--- src/rtl/pixel_pkg.sv ---
// Shared types and constants for the pixel stream reader and its processors.
// COLOR_SIZE    : width of one colour channel / threshold value
// PIXEL_SIZE    : four channels per pixel
// FLUSH_WORDS   : zero words appended after a frame to drain the processor pipeline
// mode_e        : processor operating mode
// reader_state_t: reader FSM state
// reader_cfg_t  : per-frame configuration latched on start
package pixel_pkg;

  localparam int unsigned COLOR_SIZE  = 8;
  localparam int unsigned PIXEL_SIZE  = 4 * COLOR_SIZE;
  localparam int unsigned FLUSH_WORDS = 3;
  localparam int unsigned FLUSH_CNT_W = 2;
  localparam int unsigned MODE_W      = 2;

  typedef enum logic [MODE_W-1:0] {
    MODE_NONE   = 2'd0,
    MODE_THRESH = 2'd1,
    MODE_BRIGHT = 2'd2,
    MODE_RSVD   = 2'd3
  } mode_e;

  typedef enum logic [1:0] {
    ST_IDLE  = 2'd0,
    ST_READ  = 2'd1,
    ST_FLUSH = 2'd2,
    ST_DONE  = 2'd3
  } reader_state_t;

  typedef struct packed {
    mode_e                 mode;
    logic [COLOR_SIZE-1:0] val;
  } reader_cfg_t;

endpackage

--- src/rtl/reader_addr_gen.sv ---
// Address/length sequencer for the pixel stream reader.
// On load it issues len consecutive read strobes starting at base, with the
// address wrapping modulo 2^ADDR_WIDTH, and flags the final read with last.
// Ports:
//   clk, rst_n : clock, async active-low reset
//   load       : begin a new burst (only asserted while idle with len != 0)
//   base       : first word address
//   len        : burst length in words
//   rd_en      : registered read strobe
//   addr       : registered read address
//   last       : registered, high with the final read of the burst
module reader_addr_gen #(
  parameter int unsigned ADDR_WIDTH = 16,
  parameter int unsigned LEN_WIDTH  = 16
) (
  input  logic                  clk,
  input  logic                  rst_n,
  input  logic                  load,
  input  logic [ADDR_WIDTH-1:0] base,
  input  logic [LEN_WIDTH-1:0]  len,
  output logic                  rd_en,
  output logic [ADDR_WIDTH-1:0] addr,
  output logic                  last
);

  logic [ADDR_WIDTH-1:0] addr_q, addr_d;
  logic [LEN_WIDTH-1:0]  rem_q, rem_d;
  logic                  rd_en_q, rd_en_d;
  logic                  last_q, last_d;

  // rem_q holds the number of reads still to issue after the current one
  always_comb begin
    addr_d  = addr_q;
    rem_d   = rem_q;
    rd_en_d = rd_en_q;
    last_d  = last_q;
    if (load) begin
      addr_d  = base;
      rem_d   = len - LEN_WIDTH'(1);
      rd_en_d = (len != '0);
      last_d  = (len == LEN_WIDTH'(1));
    end else if (rd_en_q) begin
      if (rem_q == '0) begin
        rd_en_d = 1'b0;
        last_d  = 1'b0;
      end else begin
        addr_d  = addr_q + ADDR_WIDTH'(1);
        rem_d   = rem_q - LEN_WIDTH'(1);
        last_d  = (rem_q == LEN_WIDTH'(1));
      end
    end
  end

  always_ff @(posedge clk or negedge rst_n) begin
    if (!rst_n) begin
      addr_q  <= '0;
      rem_q   <= '0;
      rd_en_q <= 1'b0;
      last_q  <= 1'b0;
    end else begin
      addr_q  <= addr_d;
      rem_q   <= rem_d;
      rd_en_q <= rd_en_d;
      last_q  <= last_d;
    end
  end

  assign rd_en = rd_en_q;
  assign addr  = addr_q;
  assign last  = last_q;

endmodule

--- src/rtl/pixel_stream_reader.sv ---
// Source end of the pixel processor stream. Fetches a frame of DATA_WIDTH
// words from a synchronous-read SRAM and streams them as vld/last_data/data_in,
// holding mode/proc_val stable for the whole frame. vld stays high without
// gaps inside a frame because the processors clear their state when vld drops.
// Optional build macro: PIXEL_READER_FLUSH_EN appends FLUSH_WORDS zero words
// (vld=1, last_data=0) after the last real word to drain the processors.
// Ports:
//   clk, rst_n    : clock, async active-low reset
//   start         : 1-cycle frame request, ignored while busy
//   base_addr     : first word address (sampled on start)
//   num_words     : frame length in words (sampled on start)
//   cfg_mode      : processor mode (sampled on start)
//   cfg_val       : threshold/brightness value (sampled on start)
//   mem_rd_en     : SRAM read strobe
//   mem_addr      : SRAM read address
//   mem_rd_data   : SRAM read data, valid one cycle after mem_rd_en
//   vld           : stream word valid
//   last_data     : final real word of the frame
//   data_in       : stream word
//   mode          : latched cfg_mode
//   proc_val      : latched cfg_val
//   busy          : frame in progress
//   done          : 1-cycle pulse after the final stream word
module pixel_stream_reader
  import pixel_pkg::*;
#(
  parameter int unsigned DATA_WIDTH = 32,
  parameter int unsigned ADDR_WIDTH = 16,
  parameter int unsigned LEN_WIDTH  = 16
) (
  input  logic                  clk,
  input  logic                  rst_n,
  input  logic                  start,
  input  logic [ADDR_WIDTH-1:0] base_addr,
  input  logic [LEN_WIDTH-1:0]  num_words,
  input  logic [MODE_W-1:0]     cfg_mode,
  input  logic [COLOR_SIZE-1:0] cfg_val,
  output logic                  mem_rd_en,
  output logic [ADDR_WIDTH-1:0] mem_addr,
  input  logic [DATA_WIDTH-1:0] mem_rd_data,
  output logic                  vld,
  output logic                  last_data,
  output logic [DATA_WIDTH-1:0] data_in,
  output logic [MODE_W-1:0]     mode,
  output logic [COLOR_SIZE-1:0] proc_val,
  output logic                  busy,
  output logic                  done
);

  reader_state_t state_q, state_d;

  logic                  load_c;
  logic                  gen_rd_en;
  logic                  gen_last;

  logic                  pend_q, pend_d;
  logic                  pend_last_q, pend_last_d;
  logic                  vld_q, vld_d;
  logic                  last_data_q, last_data_d;
  logic [DATA_WIDTH-1:0] data_in_q, data_in_d;
  logic                  busy_q, busy_d;
  logic                  done_q, done_d;
  reader_cfg_t           cfg_q, cfg_d;

`ifdef PIXEL_READER_FLUSH_EN
  logic [FLUSH_CNT_W-1:0] flush_cnt_q, flush_cnt_d;
`endif

  // Read request sequencing
  reader_addr_gen #(
    .ADDR_WIDTH (ADDR_WIDTH),
    .LEN_WIDTH  (LEN_WIDTH)
  ) u_addr_gen (
    .clk   (clk),
    .rst_n (rst_n),
    .load  (load_c),
    .base  (base_addr),
    .len   (num_words),
    .rd_en (gen_rd_en),
    .addr  (mem_addr),
    .last  (gen_last)
  );

  assign mem_rd_en = gen_rd_en;

  // State and output registers
  always_ff @(posedge clk or negedge rst_n) begin
    if (!rst_n) begin
      state_q     <= ST_IDLE;
      pend_q      <= 1'b0;
      pend_last_q <= 1'b0;
      vld_q       <= 1'b0;
      last_data_q <= 1'b0;
      data_in_q   <= '0;
      busy_q      <= 1'b0;
      done_q      <= 1'b0;
      cfg_q       <= '0;
`ifdef PIXEL_READER_FLUSH_EN
      flush_cnt_q <= '0;
`endif
    end else begin
      state_q     <= state_d;
      pend_q      <= pend_d;
      pend_last_q <= pend_last_d;
      vld_q       <= vld_d;
      last_data_q <= last_data_d;
      data_in_q   <= data_in_d;
      busy_q      <= busy_d;
      done_q      <= done_d;
      cfg_q       <= cfg_d;
`ifdef PIXEL_READER_FLUSH_EN
      flush_cnt_q <= flush_cnt_d;
`endif
    end
  end

  // Next state. DONE is the cycle done is visible; it accepts a new start
  // exactly like IDLE so frames can run back to back.
  always_comb begin
    state_d = state_q;
    case (state_q)
      ST_IDLE, ST_DONE: begin
        state_d = ST_IDLE;
        if (start) begin
          state_d = (num_words != '0) ? ST_READ : ST_DONE;
        end
      end
      ST_READ: begin
        // last_data_q high means the final real word is on the stream now
        if (last_data_q) begin
`ifdef PIXEL_READER_FLUSH_EN
          state_d = ST_FLUSH;
`else
          state_d = ST_DONE;
`endif
        end
      end
      ST_FLUSH: begin
`ifdef PIXEL_READER_FLUSH_EN
        if (flush_cnt_q == FLUSH_CNT_W'(FLUSH_WORDS)) begin
          state_d = ST_DONE;
        end
`else
        state_d = ST_IDLE;
`endif
      end
      default: state_d = ST_IDLE;
    endcase
  end

  // Output next values. Read data lands one cycle after the strobe, so the
  // strobe is delayed once (pend) and the stream word is registered from it.
  always_comb begin
    load_c      = 1'b0;
    cfg_d       = cfg_q;
    pend_d      = gen_rd_en;
    pend_last_d = gen_rd_en & gen_last;
    vld_d       = pend_q;
    last_data_d = pend_last_q;
    data_in_d   = pend_q ? mem_rd_data : '0;
    busy_d      = (state_d == ST_READ) || (state_d == ST_FLUSH);
    done_d      = (state_d == ST_DONE);

    if ((state_q == ST_IDLE || state_q == ST_DONE) && start && (num_words != '0)) begin
      load_c     = 1'b1;
      cfg_d.mode = mode_e'(cfg_mode);
      cfg_d.val  = cfg_val;
    end

`ifdef PIXEL_READER_FLUSH_EN
    flush_cnt_d = flush_cnt_q;
    // Zero words drain the processor pipeline after the last real word
    if (state_d == ST_FLUSH) begin
      vld_d       = 1'b1;
      flush_cnt_d = (state_q == ST_FLUSH) ? flush_cnt_q + FLUSH_CNT_W'(1)
                                          : FLUSH_CNT_W'(1);
    end
`endif
  end

  assign vld       = vld_q;
  assign last_data = last_data_q;
  assign data_in   = data_in_q;
  assign mode      = cfg_q.mode;
  assign proc_val  = cfg_q.val;
  assign busy      = busy_q;
  assign done      = done_q;

endmodule

--- config.mk ---
export PLATFORM = sky130hd
export DESIGN_NAME = pixel_stream_reader
export DESIGN_NICKNAME = d
export VERILOG_FILES = /design/src/rtl/pixel_pkg.sv /design/src/rtl/reader_addr_gen.sv /design/src/rtl/pixel_stream_reader.sv
export SDC_FILE = /design/constraint.sdc
export NUM_CORES = 1
export LEC_CHECK = 0
export BUFFER_PORTS_ARGS = -buffer_cell sky130_fd_sc_hd__buf_2
export CAP_MARGIN = 20
export CORE_MARGIN = 4
export CORE_UTILIZATION = 35
export DETAILED_ROUTE_END_ITERATION = 7
export GPL_TIMING_DRIVEN = 0
export PLACE_DENSITY = 0.62
export SLEW_MARGIN = 20
export SYNTH_ARGS = -nofsm -noshare
export SYNTH_HDL_FRONTEND = slang
export SYNTH_HIERARCHICAL = 1
export SYNTH_SLANG_ARGS = --single-unit
--- constraint.sdc ---
create_clock -name clk -period 3.8 [get_ports clk]
set_input_delay 0.19 -clock clk [delete_from_list [all_inputs] [get_ports clk]]
set_output_delay 0.19 -clock clk [all_outputs]
set_load 0.05 [all_outputs]
======== Yosys cells after proc, flatten, opt, wreduce, memory -nomap -nowiden ========
Cells that the tools add are included.
storage, ports and cells
  register bits ........................... 84
  input port bits ......................... 77
  output and inout port bits .............. 63
  logic and storage cells ................. 55
operators by class
  add/subtract/negate cells ............... 3
  eq/ne operators ......................... 9
  mux-type cells .......................... 18
  bitwise operators ....................... 1
  reductions and logical operators ........ 10
operator list
  operator                 count
  $mux W16                 6
  $eq A16 B1 Y1 const B    2
  $mux W32                 1
  $sub A16 B1 Y16 const B  2
  $add A16 B1 Y16 const B  1
  $logic_not A16 Y1        1
  $reduce_bool A16 Y1      1
  $eq A2 B2 Y1 const B     4
  $mux W1                  7
  $mux W2                  3
  $pmux W2 S3              1
  $eq A2 B1 Y1 const B     2
  $logic_and A1 B1 Y1      2
  $logic_not A2 Y1         1
  $logic_or A1 B1 Y1       2
  $ne A2 B2 Y1 const B     1
  $reduce_and A2 Y1        1
  $reduce_bool A2 Y1       1
  $reduce_or A2 Y1         1
  $and A1 B1 Y1            1

======== Logic depth before layout (Yosys ltp) ========
Gate-level depths: netlist of the first run.
  word-level depth ........................ 7
  mapped depth ............................ 10
  gate-level depth less buffers ........... 7

======== Modules after synthesis ========
The synthesis of the first run kept the hierarchy.
modules (own cells, without submodules)
  module               instances  cells each  area each (µm²)  seq. area each (µm²)
  reader_addr_gen      1          242         2252.2           850.8
  pixel_stream_reader  1          111         1744.2           1251.2

======== Worst setup path before layout of the first run ========
No wires, ideal clock.
  path kind ............................... flip-flop to flip-flop
  from .................................... reg u_addr_gen.rd_en_q, in the netlist u_addr_gen/rd_en
  to ...................................... reg u_addr_gen.rem_q[13]
  setup time .............................. 0.077 ns
  arrival ................................. 2.001 ns
  data required time ...................... 3.723 ns
  slack ................................... 1.722 ns
  cell stages (with the launch flop) ...... 7
  buffers on the path ..................... 1
  period minus slack after synthesis ...... 2.078 ns
  cell sequence ........................... dfrtp_1 buf_4 or3b_2 nor4_4 nand3b_1 xor2_1 a21oi_1
between the ends
  cells in the longest elaborated chain, start to end .. 2
RTL lines
  element                              line                   RTL
  from (decl)                          reader_addr_gen.sv:28  logic rd_en_q, rd_en_d;
  from (signal assigned)               reader_addr_gen.sv:63  rd_en_q <= rd_en_d;
  $reduce_bool A2 Y1 (no source line)  --
  $reduce_and A2 Y1 (no source line)   --
  to (signal assigned)                 reader_addr_gen.sv:62  rem_q <= rem_d;
  to (decl)                            reader_addr_gen.sv:27  logic [LEN_WIDTH-1:0] rem_q, rem_d;
No other way between the ends.
A chain may end at the register's enable or synchronous reset.

======== Worst setup path after layout of the first run ========
  from .................................... reg state_q[1]
  to ...................................... reg u_addr_gen.rd_en_q, in the netlist u_addr_gen/rd_en
between the ends
  cells in the longest elaborated chain, start to end .. 6
  elaborated cells between the ends (all ways) .. 7
  those cells by class .................... 1 x eq/ne; 2 x mux; 4 x reduce/logical
RTL lines
  element                                           line                        RTL
  from (decl)                                       pixel_stream_reader.sv:50   reader_state_t state_q, state_d;
  from (signal assigned)                            pixel_stream_reader.sv:102  state_q <= state_d;
  $eq A2 B2 Y1 or $logic_not A2 Y1 (tied branches)  pixel_stream_reader.sv:164  if ((state_q == ST_IDLE || state_q == ST_DONE) && start && (num_words != '0)) begin
  $logic_or A1 B1 Y1 *                              pixel_stream_reader.sv:164
  $logic_and A1 B1 Y1 * (2 in a row)                pixel_stream_reader.sv:164
  $mux W1 *                                         pixel_stream_reader.sv:164
  net load_c                                        pixel_stream_reader.sv:52   logic load_c;
  $mux W1 *                                         reader_addr_gen.sv:37       if (load) begin
  net u_addr_gen.rd_en_d                            reader_addr_gen.sv:28
Mark *: on every way through the listed nets, which the timed path passes. The rest lies on a longest branch.

==> results of run 1 <==
[cell families after synthesis]
kind of cell,Yosys count,share of synthesized area
muxes,19,0.0604
and+or+nand+nor,140,0.218
adders and majority gates,7,0.0219
DFF,84,0.526
AOI/OAI and AO/OA,47,0.0711
buffers and inverters,20,0.0235
xor gates and xnor gates,36,0.0789
[metrics by stage]
| step | instance area [um2] | util | hold slack (ns) | cells |
|---|---|---|---|---|
| final | 5180 | 0.472 | 0.0664 | 650 |
| after global routing | 5180 | 0.472 | 0.0658 | 650 |
| after CTS | 5180 | 0.472 | 0.0524 | 650 |
| after detailed placement | 4890 | 0.445 | 0.233 | 633 |
| after global placement | 4870 | 0.443 | 0.350 | 632 |
| after floorplan | 4000 | - | -0.106 | 353 |
[registers in the layout (all words and copies together) (netlist names), 2 cells and up]
name,cells
data_in,32
mode,2
proc_val,8
state_q,2
u_addr_gen/addr,16
u_addr_gen/rem_q,16
[power breakdown]
part,internal [mW],total [mW],switching [mW]
Sequential,1.24,1.54,0.295
Combinational,0.624,2.10,1.47
Clock,0.506,0.843,0.337
[Yosys cell counts (all sizes together) (2+ instances only)]
| library cell | instances | share of area |
|---|---|---|
| dfrtp | 84 | 0.53 |
| and2 | 33 | 0.052 |
| nand2 | 30 | 0.029 |
| xnor2 | 24 | 0.053 |
| o21ai | 22 | 0.028 |
| nor4 | 15 | 0.044 |
| xor2 | 12 | 0.026 |
| mux2 | 11 | 0.040 |
| nor3 | 11 | 0.015 |
| clkbuf | 10 | 0.0094 |
| nand3 | 10 | 0.013 |
| nor2 | 10 | 0.0094 |
| nand4 | 9 | 0.014 |
| mux2i | 8 | 0.020 |
| a21oi | 7 | 0.0088 |
| ha | 7 | 0.022 |
| inv | 7 | 0.0066 |
| and3 | 4 | 0.0063 |
| nor3b | 4 | 0.0075 |
| a41oi | 3 | 0.0066 |
| buf | 3 | 0.0075 |
| nor4b | 3 | 0.0066 |
| o22ai | 3 | 0.0047 |
| or3 | 3 | 0.0047 |
| or4 | 3 | 0.0066 |
| a211oi | 2 | 0.0038 |
| a31oi | 2 | 0.0031 |
| nand3b | 2 | 0.0038 |
| o31a | 2 | 0.0047 |
| o31ai | 2 | 0.0038 |
[final timing paths]
kind | cells after the start | to | slack [ns]
min | 3 | u_addr_gen/addr[1]$_DFFE_PN0P_ | 0.07
min in group asynchronous | 2 | data_in[7]$_DFF_PN0_ | 0.40
max in group asynchronous | 3 | last_data$_DFF_PN0_ | 2.78
min reg2reg | 0 | last_data$_DFF_PN0_ | 0.37
max | 9 | u_addr_gen/rd_en$_DFF_PN0_ | 1.19
max reg2reg | 9 | u_addr_gen/rd_en$_DFF_PN0_ | 1.19
[worst register-to-register path, cell delays in order (launching register included)]
cell	delay, ns
dfrtp_1	0.34
inv_1	0.04
ha_1	0.30
nand2_1	0.13
a41oi_1	0.45
buf_6	0.26
clkbuf_1	0.21
clkbuf_1	0.44
o21ai_0	0.25
o21ai_0	0.12
[cell type report]
| type | count | share of cell area |
|---|---|---|
| Sequential cell | 84 | 0.405 |
| Multi-Input combinational cell | 249 | 0.347 |
| Timing Repair Buffer | 141 | 0.140 |
| Clock buffer | 11 | 0.0449 |
| Tap cell | 140 | 0.0338 |
| Buffer | 13 | 0.0130 |
| Clock inverter | 5 | 0.0101 |
| Inverter | 7 | 0.00507 |
[repair_timing]
item,4_1_cts,5_1_grt
setup buffers,0,0
hold buffers,1,0
setup endpoints to repair,0,0
endpoints found under the hold margin,45,0
[routing by layer]
metal  routed length, um  track usage  vias up
met1                4420        0.208     1559
met3                 941       0.0363        7
met2                4660        0.248      138
met5                   0            0        -
li1                    -            -     1555
met4                  71       0.0485        0
==> results.sh, run 1 <==
export IMPL_post_route_drc_count=0
export IMPL_antenna_found_initial=0
export IMPL_final_nets=589
export IMPL_coreArea_mm2=0.0110
export IMPL_place_congestion=0.847
export IMPL_synthArstFlopShare=1.00
export IMPL_netlist_instances=353
export IMPL_synth_edf_count=0
export IMPL_cp_arrival_ns=2.86
export IMPL_r2r_start="state_q[1]$_DFF_PN0_"
export IMPL_clk_pin_slew_ns=0.06
export IMPL_vias=3259
export IMPL_hp_class="input port to flip-flop"
export IMPL_antenna_left=0
export IMPL_peakVddDrop_uv=469
export IMPL_fp_dieH_um=115
export IMPL_report_final_hold_viol_count=0
export IMPL_setup_tns_ns=0
export IMPL_pre_cts_ws_ns=1.24
export IMPL_critical_path_slowest_cell="a41oi_1"
export IMPL_critPathTopFamily="buffers and inverters"
export IMPL_grt_usage=0.154
export IMPL_grt_setup_unrepaired="false"
export IMPL_fillers=1015
export IMPL_yosysUniqueCellTypes=46
export IMPL_p_leak_nw=2.36
export IMPL_routedWlPerCell_um=15.5
export IMPL_hold_start="base_addr[1]"
export IMPL_via_per_inst=5.01
export IMPL_end_kind="flip-flop"
export IMPL_initial_core_util=0.364
export IMPL_synth_seq_area_share=0.526
export IMPL_io_pins=140
export IMPL_numClockSinks=84
export IMPL_numCtsBuffers=9
export IMPL_max_stage_delay_ns=0.45
export IMPL_final_common_cell="buf_2"
export IMPL_dieWidth_um=115
export IMPL_layout_common_cells="138 x buf_2, 84 x dfrtp_1, 33 x and2_1"
export IMPL_gr_total_overflow=0
export IMPL_syn_area_mm2=0.00400
export IMPL_required_ns=4.05
export IMPL_cts_tree="built"
export IMPL_slew_headroom=0.494
export IMPL_cts_resized=0
export IMPL_clkLatencyLatePin_ns=0.33
export IMPL_finClkSkew_ns=0.00728
export IMPL_multi_input_area_mm2=0.00180
export IMPL_slew_viol_final=0
export IMPL_rows=38
export IMPL_hpwl_mm=7.78
export IMPL_status="finished clean"
export IMPL_p_per_area_mw_per_mm2=864
export IMPL_startpoint="state_q[1]$_DFF_PN0_"
export IMPL_dieArea_mm2=0.0132
export IMPL_root_buffer="clkbuf_16"
export IMPL_grt_max_degree=47
export IMPL_fmax_mhz=383
export IMPL_avgSynthCellArea_um2=11.3
export IMPL_synth_flop_cell="dfrtp_1"
export IMPL_diodes=0
export IMPL_crit_type="flip-flop to flip-flop"
export IMPL_htreeDepth=3
export IMPL_drive_gt1_frac=0.357
export IMPL_fin_ws_ns=1.19
export IMPL_start_kind="flip-flop"
export IMPL_cts_buffer_depth=2
export IMPL_synth_nets=437
export IMPL_drtIter0Drc=327
export IMPL_max_cap_violations=0
export IMPL_syn2layout_area_growth_pct=29.7
export IMPL_cp_buffers_inverters=4
export IMPL_power_mw=4.48
export IMPL_max_slew_worst_pin_slew_ns=0.753
export IMPL_grt_pass1_vias=3245
export IMPL_wirelength_mm=10.1
export IMPL_grt_pass1_wl_mm=16.3
export IMPL_ys_ff_latch=84
export IMPL_crit_chain="inv_1 > ha_1 > nand2_1 > a41oi_1 > buf_6 > clkbuf_1 > clkbuf_1 > o21ai_0 > o21ai_0"
export IMPL_regArea_mm2=0.00210
export IMPL_setup_viol=0
export IMPL_port_buffers=139
export IMPL_min_period_over_period=0.687
export IMPL_path_max_fanout=10
export IMPL_period_needed_ns=2.61
export IMPL_dr_pass1_iters=4
export IMPL_synth_warnings=6
No activity file was read; power rests on OpenSTA's default activity.
==> run 2, diff against run 1 <==
--- a/config.mk
+++ b/config.mk
@@ -11,7 +11,7 @@
 export CORE_UTILIZATION = 35
 export DETAILED_ROUTE_END_ITERATION = 7
 export GPL_TIMING_DRIVEN = 0
-export PLACE_DENSITY = 0.62
+export PLACE_DENSITY = 0.65
 export SLEW_MARGIN = 20
 export SYNTH_ARGS = -nofsm -noshare
 export SYNTH_HDL_FRONTEND = slang
==> constraint.sdc (replaced) <==
create_clock -name clk -period 2.3 [get_ports clk]
set_input_delay 0.115 -clock clk [delete_from_list [all_inputs] [get_ports clk]]
set_output_delay 0.115 -clock clk [all_outputs]
set_load 0.05 [all_outputs]
==> results.sh, run 2 (same netlist as run 1, synthesis figures left out) <==
export IMPL_status="finished clean"
export IMPL_syn2layout_area_growth_pct=41.8
export IMPL_critical_path_slowest_cell="or4_4"
export IMPL_post_route_drc_count=0
export IMPL_crit_chain="or4_4 > nor4_1 > nand2_1 > o31ai_1 > a22oi_1"
export IMPL_dr_pass1_iters=4
export IMPL_io_pins=140
export IMPL_placedCellCount=633
export IMPL_drtIter0Drc=244
export IMPL_cp_buffers_inverters=0
export IMPL_diodes=0
export IMPL_numClockSinks=84
export IMPL_path_max_fanout=4
export IMPL_final_area_mm2=0.00567
export IMPL_dieArea_mm2=0.0132
export IMPL_crit_type="flip-flop to flip-flop"
export IMPL_final_cell_count_no_fill=688
export IMPL_numCtsBuffers=9
export IMPL_largest_reg_flops=32
export IMPL_final_nets=627
export IMPL_rrSetupSlack_ns=0.23
export IMPL_grt_usage=0.167
export IMPL_port_buffers=139
export IMPL_dieWidth_um=115
export IMPL_cts_tree="built"
export IMPL_finClkSkew_ns=0.00806
export IMPL_clk_pin_slew_ns=0.06
export IMPL_cp_arrival_ns=2.27
export IMPL_max_cap_violations=0
export IMPL_p_per_area_mw_per_mm2=1360
export IMPL_grt_pass1_vias=3579
export IMPL_rows=38
export IMPL_layout_common_cells="138 x buf_2, 84 x dfrtp_1, 40 x dlygate4sd3_1"
export IMPL_grt_max_degree=50
export IMPL_coreArea_mm2=0.0110
export IMPL_setup_viol=0
export IMPL_fp_dieH_um=115
export IMPL_drive_gt1_frac=0.349
export IMPL_regArea_mm2=0.00210
export IMPL_cts_buffer_depth=2
export IMPL_swShare=0.460
export IMPL_p_leak_nw=2.57
export IMPL_power_internal_mw=4.15
export IMPL_vias=3406
export IMPL_p_clk_frac=0.206
export IMPL_required_ns=2.50
export IMPL_min_period_over_period=0.900
export IMPL_comb_power_share=0.461
export IMPL_multi_input_area_mm2=0.00183
export IMPL_grt_pass1_wl_mm=17.5
export IMPL_hpwl_mm=8.06
export IMPL_via_per_inst=4.95
export IMPL_critPathTopFamily="simple AND/OR/NAND/NOR gates"
export IMPL_report_final_hold_viol_count=0
export IMPL_final_common_cell="buf_2"
export IMPL_placed_area_mm2=0.00490
export IMPL_p_sw_mw=3.54
export IMPL_max_stage_delay_ns=0.60
export IMPL_clkLatencyLatePin_ns=0.33
export IMPL_hp_class="input port to flip-flop"
export IMPL_grt_setup_unrepaired="false"
export IMPL_gr_total_overflow=0
export IMPL_slew_viol_final=0
export IMPL_antenna_found_initial=0
export IMPL_end_kind="flip-flop"
export IMPL_initial_core_util=0.364
export IMPL_antenna_left=0
export IMPL_fmax_mhz=483
export IMPL_wirelength_mm=11.0
export IMPL_place_congestion=0.852
export IMPL_routedWlPerCell_um=15.9
export IMPL_max_slew_worst_pin_slew_ns=0.573
export IMPL_period_needed_ns=2.07
export IMPL_seq_power_share=0.333
export IMPL_root_buffer="clkbuf_16"
export IMPL_start_kind="flip-flop"
export IMPL_fillers=966
export IMPL_htreeDepth=3
export IMPL_peakVddDrop_uv=913
export IMPL_slew_headroom=0.614
## run 2: cell count changes in the layout (fill, tap and decap cells not counted), sizes merged
cell and delta:
dlygate4sd3 +39, bufinv +1, clkinvlp +1, clkbuf -1
clkinv -2
## run 2: layout make-up
class / count / area share
multi-input combinational: 249 / 0.323
tap: 140 / 0.0309
sequential: 84 / 0.371
timing repair buffer: 180 / 0.199
clock inverter: 5 / 0.0148
buffer: 12 / 0.0130
clock buffer: 11 / 0.0446
inverter: 7 / 0.00464
## run 2: metrics by stage
step,utilization,setup slack (ns),TNS (ns),hold WS [ns],power (mW)
3_5_place_dp,0.446,-0.293,-6.94,0.116,6.06
6_report,0.516,0.229,0,0.0175,7.70
4_1_cts,0.516,0.0101,0,0.000768,7.75
3_3_place_gp,0.443,-0.275,-5.93,0.327,6.00
5_1_grt,0.516,0.00714,0,0.00462,8.13
2_1_floorplan,-,0.222,0,-0.181,5.12
## run 2: per-layer routing
metal  global-route usage  routed length [um]  up-vias
met5                    0                   0        -
li1                     -                   -     1627
met2                0.285                5210      136
met4               0.0469                  53        0
met3               0.0379                 926        6
met1                0.213                4780     1637
## run 2: power by group through the flow
stage,Clock [mW],Combinational [mW],Sequential [mW]
floorplan,0,1.15,3.97
global placement,0,3.46,2.54
detailed placement,0,3.50,2.57
CTS,1.63,3.58,2.54
global route,1.69,3.79,2.65
finish,1.59,3.55,2.56
## run 2: worst reg2reg max path, stage by stage, from the launching register on
cell     delay, ns
dfrtp_1       0.44
or4_4         0.60
nor4_1        0.41
nand2_1       0.14
o31ai_1       0.23
a22oi_1       0.12
## run 2: timing repair
item | in CTS | in global routing
gates resized for setup | 9 | 1
buffers inserted | 0 | 0
hold endpoints to repair | 74 | 0
setup endpoints to repair | 34 | 29
hold buffers | 40 | 0
## run 2: final timing paths
path / start / to / depth (start not counted)
max in group asynchronous: rst_n / data_in[30]$_DFF_PN0_ / 3
min in group asynchronous: rst_n / u_addr_gen/addr[0]$_DFFE_PN0P_ / 2
max: u_addr_gen/rem_q[4]$_DFFE_PN0P_ / u_addr_gen/rem_q[14]$_DFFE_PN0P_ / 5
max reg2reg: u_addr_gen/rem_q[4]$_DFFE_PN0P_ / u_addr_gen/rem_q[14]$_DFFE_PN0P_ / 5
min: base_addr[9] / u_addr_gen/addr[9]$_DFFE_PN0P_ / 3
min reg2reg: last_data_d$_DFF_PN0_ / last_data$_DFF_PN0_ / 0
==> run 3, diff against run 2 <==
--- a/config.mk
+++ b/config.mk
@@ -11,7 +11,7 @@
 export CORE_UTILIZATION = 35
 export DETAILED_ROUTE_END_ITERATION = 7
 export GPL_TIMING_DRIVEN = 0
-export PLACE_DENSITY = 0.65
+export PLACE_DENSITY = 0.62
 export SLEW_MARGIN = 20
 export SYNTH_ARGS = -nofsm -noshare
 export SYNTH_HDL_FRONTEND = slang
==> constraint.sdc (replaced) <==
create_clock -name clk -period 2.1 [get_ports clk]
set_input_delay 0.105 -clock clk [delete_from_list [all_inputs] [get_ports clk]]
set_output_delay 0.105 -clock clk [all_outputs]
set_load 0.05 [all_outputs]
==> results.sh, run 3 (same netlist as run 1, synthesis figures left out) <==
export IMPL_port_buffers=139
export IMPL_via_per_inst=4.88
export IMPL_dieWidth_um=115
export IMPL_vias=3437
export IMPL_numCtsBuffers=9
export IMPL_seq_power_share=0.339
export IMPL_grt_pass1_wl_mm=17.5
export IMPL_drtIter0Drc=289
export IMPL_grt_pass1_vias=3501
export IMPL_final_common_cell="buf_2"
export IMPL_initial_core_util=0.364
export IMPL_antenna_left=0
export IMPL_drive_gt1_frac=0.351
export IMPL_min_period_over_period=0.940
export IMPL_grt_usage=0.166
export IMPL_hp_class="input port to flip-flop"
export IMPL_crit_type="flip-flop to flip-flop"
export IMPL_p_leak_nw=2.63
export IMPL_period_needed_ns=1.97
export IMPL_setup_viol=0
export IMPL_fmax_mhz=507
export IMPL_routedWlPerCell_um=15.5
export IMPL_io_pins=140
export IMPL_numClockSinks=84
export IMPL_slew_viol_final=0
export IMPL_dieArea_mm2=0.0132
export IMPL_finClkSkew_ns=0.00668
export IMPL_power_mw=8.30
export IMPL_p_sw_mw=3.90
export IMPL_hpwl_mm=7.78
export IMPL_path_max_fanout=7
export IMPL_slew_headroom=0.607
export IMPL_min_delay_path_depth=2
export IMPL_p_clk_frac=0.184
export IMPL_antenna_found_initial=0
export IMPL_cts_buffer_depth=2
export IMPL_p_per_area_mw_per_mm2=1430
export IMPL_placedCellCount=633
export IMPL_power_internal_mw=4.40
export IMPL_utilization=0.529
export IMPL_swShare=0.469
export IMPL_cp_endpoint="u_addr_gen/addr[12]$_DFFE_PN0P_"
export IMPL_root_buffer="clkbuf_16"
export IMPL_status="finished clean"
export IMPL_comb_power_share=0.477
export IMPL_reg2reg_depth=7
export IMPL_startpoint="u_addr_gen/rem_q[0]$_DFFE_PN0P_"
export IMPL_r2r_start="u_addr_gen/rem_q[0]$_DFFE_PN0P_"
export IMPL_rrSetupSlack_ns=0.13
export IMPL_max_cap_violations=0
export IMPL_clk_pin_slew_ns=0.06
export IMPL_start_kind="flip-flop"
export IMPL_cts_tree="built"
export IMPL_cp_arrival_ns=2.23
export IMPL_gr_total_overflow=0
export IMPL_max_slew_worst_pin_slew_ns=0.590
export IMPL_required_ns=2.35
export IMPL_place_congestion=0.847
export IMPL_clkLatencyLatePin_ns=0.33
export IMPL_layout_common_cells="138 x buf_2, 84 x dfrtp_1, 53 x dlygate4sd3_1"
export IMPL_htreeDepth=3
export IMPL_diodes=0
export IMPL_r2r_end="u_addr_gen/addr[12]$_DFFE_PN0P_"
export IMPL_grt_max_degree=47
export IMPL_syn2layout_area_growth_pct=45.3
export IMPL_final_nets=643
export IMPL_coreArea_mm2=0.0110
export IMPL_fp_dieH_um=115
export IMPL_fillers=939
export IMPL_peakVddDrop_uv=838
export IMPL_dr_pass1_iters=4
export IMPL_final_area_mm2=0.00581
export IMPL_placed_area_mm2=0.00489
export IMPL_end_kind="flip-flop"
export IMPL_report_final_hold_viol_count=0
export IMPL_final_cell_count_no_fill=704
export IMPL_rows=38
export IMPL_hold_ws_ns=0.0269
export IMPL_wirelength_mm=10.9
export IMPL_post_route_drc_count=0
export IMPL_largest_reg_flops=32
[run 3: what timing repair did]
action,in CTS,in global routing
pin swaps,0,1
hold buffers,53,0
resized for setup,10,9
setup buffers,0,3
endpoints found under the setup margin,34,28
hold endpoints to repair,97,0
[run 3: worst max-delay path, cell delays in order, from the launching register on]
cell and delay [ns]:
dfrtp_1 0.36, inv_1 0.08, ha_2 0.24, nor3b_2 0.18
nand4_1 0.18, nand2_2 0.17, or4_1 0.52, a31oi_1 0.17
[run 3: final cells by class]
type / count / area [um2] / area share
timing repair buffer: 196 / 1270 / 0.219
multi-input combinational: 249 / 1870 / 0.321
inverter: 7 / 26.3 / 0.00452
sequential: 84 / 2100 / 0.362
tap: 140 / 175 / 0.0302
clock buffer: 11 / 233 / 0.0401
clock inverter: 5 / 52.6 / 0.00905
buffer: 12 / 82.6 / 0.0142
[run 3: worst min-delay path by stage]
stage                               start                         endpoint  slack, ns
after floorplan                     rst_n                   busy$_DFF_PN0_      -0.19
after global placement      base_addr[15]  u_addr_gen/addr[15]$_DFFE_PN0P_       0.31
after detailed placement            rst_n             data_in[9]$_DFF_PN0_       0.15
after CTS                     cfg_mode[1]              mode[1]$_DFFE_PN0P_      0.009
after global routing      mem_rd_data[17]            data_in[17]$_DFF_PN0_       0.02
final                       base_addr[10]  u_addr_gen/addr[10]$_DFFE_PN0P_       0.03
[run 3: per-layer routing]
layer  routed length [um]  global-route usage  part of all wire
met2                 5170               0.271              0.47
met1                 4780               0.218              0.44
met4                   53              0.0501            0.0048
met5                    0                   0                 0
met3                  919              0.0416             0.084
[run 3: stage by stage]
step                      setup WS, ns  setup TNS [ns]
after CTS                       0.0521               0
after detailed placement        -0.458          -12.50
after global placement          -0.482          -12.18
after global routing          -0.00634        -0.00870
after floorplan                 0.0216               0
final                            0.127               0
[run 3: power groups by stage]
stage / combinational, mW / sequential [mW] / clock (mW)
4_1_cts: 3.93 / 2.80 / 1.58
5_1_grt: 4.24 / 2.91 / 1.63
6_report: 3.96 / 2.82 / 1.53
3_3_place_gp: 3.79 / 2.78 / 0
3_5_place_dp: 3.82 / 2.81 / 0
2_1_floorplan: 1.26 / 4.35 / 0
